--- src/rtl/spi_ram_ctrl.sv ---
// Command-decoding single-port RAM fed by the SPI slave's rx_data/rx_valid words.
// Address-latch, write and read commands; both pointers auto-increment and wrap.
module spi_ram_ctrl #(
  parameter int MEM_DEPTH = 256,
  parameter int ADDR_SIZE = 8
) (
  input  logic                 clk,
  input  logic                 rst_n,
  input  logic [ADDR_SIZE+1:0] din,
  input  logic                 rx_valid,
  output logic [ADDR_SIZE-1:0] dout,
  output logic                 tx_valid,
  output logic                 cmd_err
);
  localparam int                   IW    = (MEM_DEPTH > 1) ? $clog2(MEM_DEPTH) : 1;
  localparam logic [ADDR_SIZE-1:0] LAST  = ADDR_SIZE'(MEM_DEPTH - 1);
  localparam logic [ADDR_SIZE:0]   DEPTH = (ADDR_SIZE+1)'(MEM_DEPTH);

  typedef enum logic [1:0] {IDLE, EXEC, WAIT_LOW} state_t;
  state_t state, state_nxt;

  logic [ADDR_SIZE-1:0] mem [MEM_DEPTH];
  logic [ADDR_SIZE-1:0] wr_addr, rd_addr;
  logic                 wr_vld, rd_vld, rx_valid_q;
  logic                 accept, in_range;
  logic                 do_wa, do_wd, do_ra, do_rd, do_err;
  logic [1:0]           cmd;
  logic [ADDR_SIZE-1:0] payload;

  assign cmd      = din[ADDR_SIZE+1:ADDR_SIZE];
  assign payload  = din[ADDR_SIZE-1:0];
  assign in_range = {1'b0, payload} < DEPTH;

  function automatic logic [ADDR_SIZE-1:0] inc(input logic [ADDR_SIZE-1:0] a);
    return (a == LAST) ? '0 : a + 1'b1;
  endfunction

  always_ff @(posedge clk) begin
    if (!rst_n) state <= IDLE;
    else        state <= state_nxt;
  end

  always_comb begin
    state_nxt = state;
    case (state)
      IDLE:     if (accept)    state_nxt = EXEC;
      EXEC:     state_nxt = rx_valid ? WAIT_LOW : IDLE;
      WAIT_LOW: if (!rx_valid) state_nxt = IDLE;
      default:  state_nxt = IDLE;
    endcase
  end

  // Acceptance is purely the rx_valid rising edge; the FSM only tracks the handshake.
  always_comb begin
    accept = rx_valid & ~rx_valid_q;
    do_wa  = 1'b0;
    do_wd  = 1'b0;
    do_ra  = 1'b0;
    do_rd  = 1'b0;
    do_err = 1'b0;
    if (accept) begin
      case (cmd)
        2'b00:   if (in_range) do_wa = 1'b1; else do_err = 1'b1;
        2'b01:   if (wr_vld)   do_wd = 1'b1; else do_err = 1'b1;
        2'b10:   if (in_range) do_ra = 1'b1; else do_err = 1'b1;
        default: if (rd_vld)   do_rd = 1'b1; else do_err = 1'b1;
      endcase
    end
  end

  always_ff @(posedge clk) begin
    if (!rst_n) begin
      rx_valid_q <= 1'b0;
      wr_addr    <= '0;
      rd_addr    <= '0;
      wr_vld     <= 1'b0;
      rd_vld     <= 1'b0;
      dout       <= '0;
      tx_valid   <= 1'b0;
      cmd_err    <= 1'b0;
    end else begin
      rx_valid_q <= rx_valid;
      tx_valid   <= do_rd;
      cmd_err    <= do_err;
      if (do_wa) begin
        wr_addr <= payload;
        wr_vld  <= 1'b1;
      end
      if (do_wd) wr_addr <= inc(wr_addr);
      if (do_ra) begin
        rd_addr <= payload;
        rd_vld  <= 1'b1;
      end
      if (do_rd) begin
        dout    <= mem[rd_addr[IW-1:0]];
        rd_addr <= inc(rd_addr);
      end
    end
  end

  // Array contents survive reset; a write coinciding with reset is dropped.
  always_ff @(posedge clk) begin
    if (rst_n && do_wd) mem[wr_addr[IW-1:0]] <= payload;
  end
endmodule

--- config.mk ---
export PLATFORM = sky130hd
export DESIGN_NAME = spi_ram_ctrl
export DESIGN_NICKNAME = d
export VERILOG_FILES = /design/src/rtl/spi_ram_ctrl.sv
export SDC_FILE = /design/constraint.sdc
export NUM_CORES = 2
export LEC_CHECK = 0
export CAP_MARGIN = 20
export CORE_MARGIN = 2
export CORE_UTILIZATION = 57
export CTS_BUF_LIST = sky130_fd_sc_hd__clkbuf_16
export DETAILED_ROUTE_END_ITERATION = 8
export GPL_ROUTABILITY_DRIVEN = 0
export GPL_TIMING_DRIVEN = 0
export PLACE_DENSITY_LB_ADDON = 0.08
export REMOVE_ABC_BUFFERS = 1
export SLEW_MARGIN = 10
export SYNTH_ARGS = -nofsm -noshare
export SYNTH_HDL_FRONTEND = slang
export SYNTH_SLANG_ARGS = --single-unit
export TNS_END_PERCENT = 100
--- constraint.sdc ---
create_clock -name clk -period 2.5 [get_ports clk]
set_clock_uncertainty 0.05 [all_clocks]
set_input_delay 0.75 -clock clk [delete_from_list [all_inputs] [get_ports clk]]
set_output_delay 0.75 -clock clk [all_outputs]
set_load 0.005 [all_outputs]
== Word-level counts from Yosys, hierarchy flattened ==
Memory sizes are Yosys's and may differ from the RTL's. A register that Yosys moved wholly into a read port is not among the register bits.
Index checks and enable logic that the tools add are counted.

* Input bits: 13
* Bits in writable memories: 2048
* Memories kept: 1
* Bits in registers: 21

{| class="wikitable"
|+ Memory list
! memory !! depth !! bits a word !! rd ports !! clocked after memory_dff !! write ports !! line !! source
|-
| mem || 256 || 8 || 1 || 1 || 1 || 22 || <nowiki>logic [ADDR_SIZE-1:0] mem [MEM_DEPTH];</nowiki>
|}

* Multiplexer cells: 21
* Add/subtract/negate cells: 2
* Reduce and logical (&&, ||, !) cells: 8
* Equal/unequal tests: 4
* Bitwise operators: 2

{| class="wikitable"
|+ Operator list
! kind !! count
|-
| $mux 8 || 6
|-
| $add 8x1->8 const B || 2
|-
| $eq 8x8->1 const B || 2
|-
| $mux 1 || 14
|-
| $reduce_bool 2->1 || 2
|-
| $reduce_or 3->1 || 1
|-
| $eq 2x1->1 const B || 1
|-
| $eq 2x2->1 const B || 1
|-
| $logic_not 2->1 || 1
|-
| $pmux 1 s2 || 1
|-
| $reduce_and 2->1 || 1
|-
| $reduce_or 2->1 || 1
|-
| $and 1x1->1 || 1
|-
| $logic_and 1x1->1 || 1
|-
| $logic_not 1->1 || 1
|-
| $not 1->1 || 1
|}

== Longest topological paths before layout ==
* Word-level depth: 6
* Mapped depth: 13
* Depth with buffers taken out: 7

== Worst setup path after synthesis ==
No wires, ideal clock.

* Path type: input port to flip-flop
* From: in din[9]
* To: mem mem[112][0] (enable)
* Stages on the path: 6
* Data arrival time: 2.251 ns
* Slack: -0.171 ns
* Cell sequence: nand2b_1 nor2_1 clkbuf_1 nand4_1 clkbuf_1 nor2_1

* Cells in the longest elaborated chain, start to end: 6

{| class="wikitable"
|+ Ends and longest elaborated chain
! element !! line !! source
|-
| start: declaration || 9 || <nowiki>input logic [ADDR_SIZE+1:0] din,</nowiki>
|-
| $eq 2x1->1 || 62 || <nowiki>case (cmd)</nowiki>
|-
| $mux 1 || 62 ||
|-
| $mux 1 || 61 || <nowiki>if (accept) begin</nowiki>
|-
| $logic_and 1x1->1 || 103 || <nowiki>if (rst_n && do_wd) mem[wr_addr[IW-1:0]] <= payload;</nowiki>
|-
| $mux 1 || 103 ||
|-
| $mux 1 (implied by the code) || 103 ||
|-
| end: declaration || 22 ||
|}

No other way between the ends.

==> flow_metrics.py <==
metrics = {
    "logic_synthesis": {
        "synth_area_sq_um": 82000,
        "synth_cell_types": 77,
        "ys_top_cells_by_count": "edfxtp_1, mux4_2, mux2i_1",
        "synth-seq-cells": 2077,
        "avgSynthCellArea_sq_um": 19.9,
        "synthFlopType": "edfxtp_1",
        "synth_area_leader_cell": "edfxtp_1",
        "netlist_top_cells_area": "edfxtp_1, mux4_2, mux2i_1, nor2_1, dfxtp_1",
        "async_reset_ff_share_pct": 0,
        "synth_most_common_cell": "edfxtp_1",
        "syn_inst": 4129,
        "yosysTopAreaCellShare_pct": 75.0,
        "synth_edf_count": 2048,
        "ys_seq_area_share_pct": 75.7,
        "synth_warnings": 0,
    },
    "floorplanning": {
        "pin_count": 23,
        "dieArea_sq_um": 147000,
        "core_sq_um": 143000,
        "fp.dieW_microns": 383,
        "initial_utilization_pct": 57.3,
        "die_h_microns": 383,
        "rows": 139,
    },
    "worst_setup_path": {
        "worstSetupPathType": "reg2reg",
        "crit_fanout": 8,
        "rrSetupSlack_ns": -0.82,
        "r2r-start": "rd_addr[0]",
        "start_kind": "register",
        "worstReg2RegEnd": "dout[0]",
        "worstPathArrival_ns": 3.94,
        "cp_slowest_cell": "mux4_2",
        "critPathMaxStageDelay_ns": 0.60,
        "r2r_cells": 12,
        "cp_num_buf_inv": 6,
        "path_cells": "buf_16 -> buf_16 -> buf_16 -> buf_16 -> buf_16 -> buf_16 -> mux4_2 -> mux4_2 -> o22ai_4 -> nor4_2 -> a22oi_2 -> o31ai_2",
        "critPathCaptureType": "register",
        "cp_top_family": "multiplexers",
        "crit_top_cell": "buf_16",
        "crit_required_ns": 3.12,
    },
    "hold_path": {
        "hold_class": "in2reg",
        "hold_depth": 1,
        "hold_end": "mem[250][1]",
        "min-delay-start": "din[1]",
    },
    "grt": {
        "grt_pass1_wl_microns": 302000,
        "grt_pass1_vias": 41500,
        "track_usage_pct": 29.1,
        "antenna_found_initial": 8,
        "gr-total-overflow": 0,
        "grt_max_degree": 139,
    },
    "sta": {
        "hold_violations": 0,
        "maxSlewViolCount": 0,
        "rsz0062_at_grt": "yes",
        "setup_tns_ns": -5.92,
        "max_freq_mhz": 302,
        "fin_crit_ns": 3.32,
        "worst_slew_pin_slew_ns": 1.02,
        "setup_slack_ns": -0.816,
        "slew_headroom_pct": 31.0,
        "setup_viol": 31,
        "fin_crit_sh_pct": 133,
    },
    "finish": {
        "area_delta_synth_final_pct": 17.4,
        "drive_gt1_share_pct": 29.4,
        "finalNetCount": 4372,
        "fin_util_pct": 67.2,
    },
    "power_and_ir_drop": {
        "leakage_nw": 29.1,
        "peakVddDrop_mv": 0.674,
        "power_density_nw_per_um2": 756,
        "finalPower_mw": 72.7,
    },
    "clock_network": {
        "tritoncts": "built",
        "clk_pin_slew_ns": 0.06,
        "cts_buffers": 204,
        "cts_max_path_buffers": 3,
        "root_buffer": "clkbuf_16",
        "ctsHoldBuffers": 0,
        "htreeDepth": 4,
        "clk_latency_ns": 0.82,
        "cts.sinks": 2077,
    },
    "routing": {
        "drtIter0Drc": 5220,
        "num_vias": 42300,
        "ant_nets": 0,
        "drcViolationCount": 0,
        "routed-wl-met3_microns": 18000,
        "dr.max_layer_used": "met4",
        "wire_per_inst_microns": 33.1,
        "totalWireLength_microns": 213000,
        "drt_pre_antenna_iters": 5,
        "wl_met2_microns": 102000,
        "met1_length_microns": 85500,
        "via_per_inst": 6.57,
    },
    "place": {
        "dp_hpwl_microns": 124000,
        "port_buffers": 22,
        "dp_slack_ns": -2.84,
    },
    "flow_run": {
        "max-cap-violations": 0,
    },
    "status": {
        "outcome": "complete, but fails checks",
        "violations": "negative setup slack",
    },
}
-- sequential cells by signal (all words and copies together) (netlist names) --
name,flops
wr_addr,8
rd_addr,8
cmd_err,1
rd_vld,1
wr_vld,1
mem,2048
tx_valid,1
dout,8
rx_valid_q,1
-- logic make-up (layout without fill, tap and decap cells) --
| kind of cell | after synthesis | count (layout) | synth area share (%) |
|---|---|---|---|
| buffers and inverters | 269 | 665 | 2.55 |
| adders and majority gates | 5 | 5 | 0.0763 |
| xor gates and xnor gates | 1 | 1 | 0.0107 |
| DFF | 2077 | 2077 | 75.7 |
| other | 0 | 4 | 0 |
| and+or+nand+nor | 585 | 588 | 3.16 |
| muxes | 710 | 710 | 14.4 |
| AOI/OAI and AO/OA | 482 | 482 | 4.07 |
-- timing repair --
item                        CTS  global route
resized for setup           617            87
setup endpoints to repair  2076          1802
pin swaps                    42            25
setup buffers               104            12
cloned                       33             4
-- worst register-to-register path: cells and delay by family, from the launching register on --
| family | cells | cell delay [ns] |
|---|---|---|
| flip-flops | 1 | 0.37 |
| multiplexers | 2 | 1.13 |
| AO/OA/AOI/OAI | 3 | 0.76 |
| AND/OR/NAND/NOR | 1 | 0.07 |
| buffers and inverters | 6 | 0.80 |
-- metrics by stage --
step                hold slack, ns  instance area [sq um]  instances
global placement             0.404                  82600       5798
finish                       0.149                  96300       6435
global route                 0.113                  96200       6431
floorplan                    0.391                  80000       3873
detailed placement           0.441                  84700       5897
CTS                         0.0982                  95600       6414
-- report_power, final --
part	switching, mW	internal [mW]	total, mW
clock network	12.9	18.3	31.1
registers	0.0381	38.2	38.3
logic	2.06	1.26	3.32
total	15.0	57.8	72.7
-- layout by cell type (no fill, tap or decap), types with 14 or more instances in the layout --
master	count
mux2i_1	325
o21ai_0	66
bufinv_16	29
buf_4	97
nand4_1	24
nor3_1	29
a221oi_1	36
nor2_2	62
bufbuf_16	26
buf_8	26
buf_6	25
nor2_1	58
nand2_1	83
o22ai_1	67
edfxtp_1	2048
nor2_4	205
a22oi_1	20
mux4_2	354
o21ai_1	24
inv_1	49
nand3_1	19
clkbuf_16	215
mux4_1	17
dfxtp_1	14
o221ai_1	57
a21oi_1	70
buf_16	57
clkinv_2	44
buf_12	20
clkinv_1	45
-- cell type report --
| cell class | count | area, sq um |
|---|---|---|
| diodes | 4 | 10.0 |
| clock buffers | 212 | 5310 |
| clock inverters | 168 | 1510 |
| fillers | 9066 | 46900 |
| inverters | 13 | 70.1 |
| multi-input cells | 1786 | 20400 |
| flip-flops and latches | 2077 | 62100 |
| well taps | 1903 | 2380 |
| repair buffers | 272 | 4440 |
-- routing by layer --
metal | global-route usage (%) | up-vias
li1 | - | 17600
met1 | 41.7 | 22400
met2 | 45.5 | 1951
met3 | 5.76 | 332
met4 | 9.49 | 0
met5 | 0 | -
-- worst max path at each step --
stage / start / to / slack (ns) / cells after the start
finish: rd_addr[0] / dout[0] / -0.82 / 12
global route: rd_addr[0] / dout[4] / -0.82 / 11
CTS: rd_addr[0] / dout[0] / -0.74 / 12
detailed placement: rst_n / dout[5] / -2.84 / 8
global placement: rd_addr[0] / dout[2] / -47.12 / 7
floorplan: rd_addr[0] / dout[5] / -25.42 / 6
No activity file was read; power rests on OpenSTA's default activity.
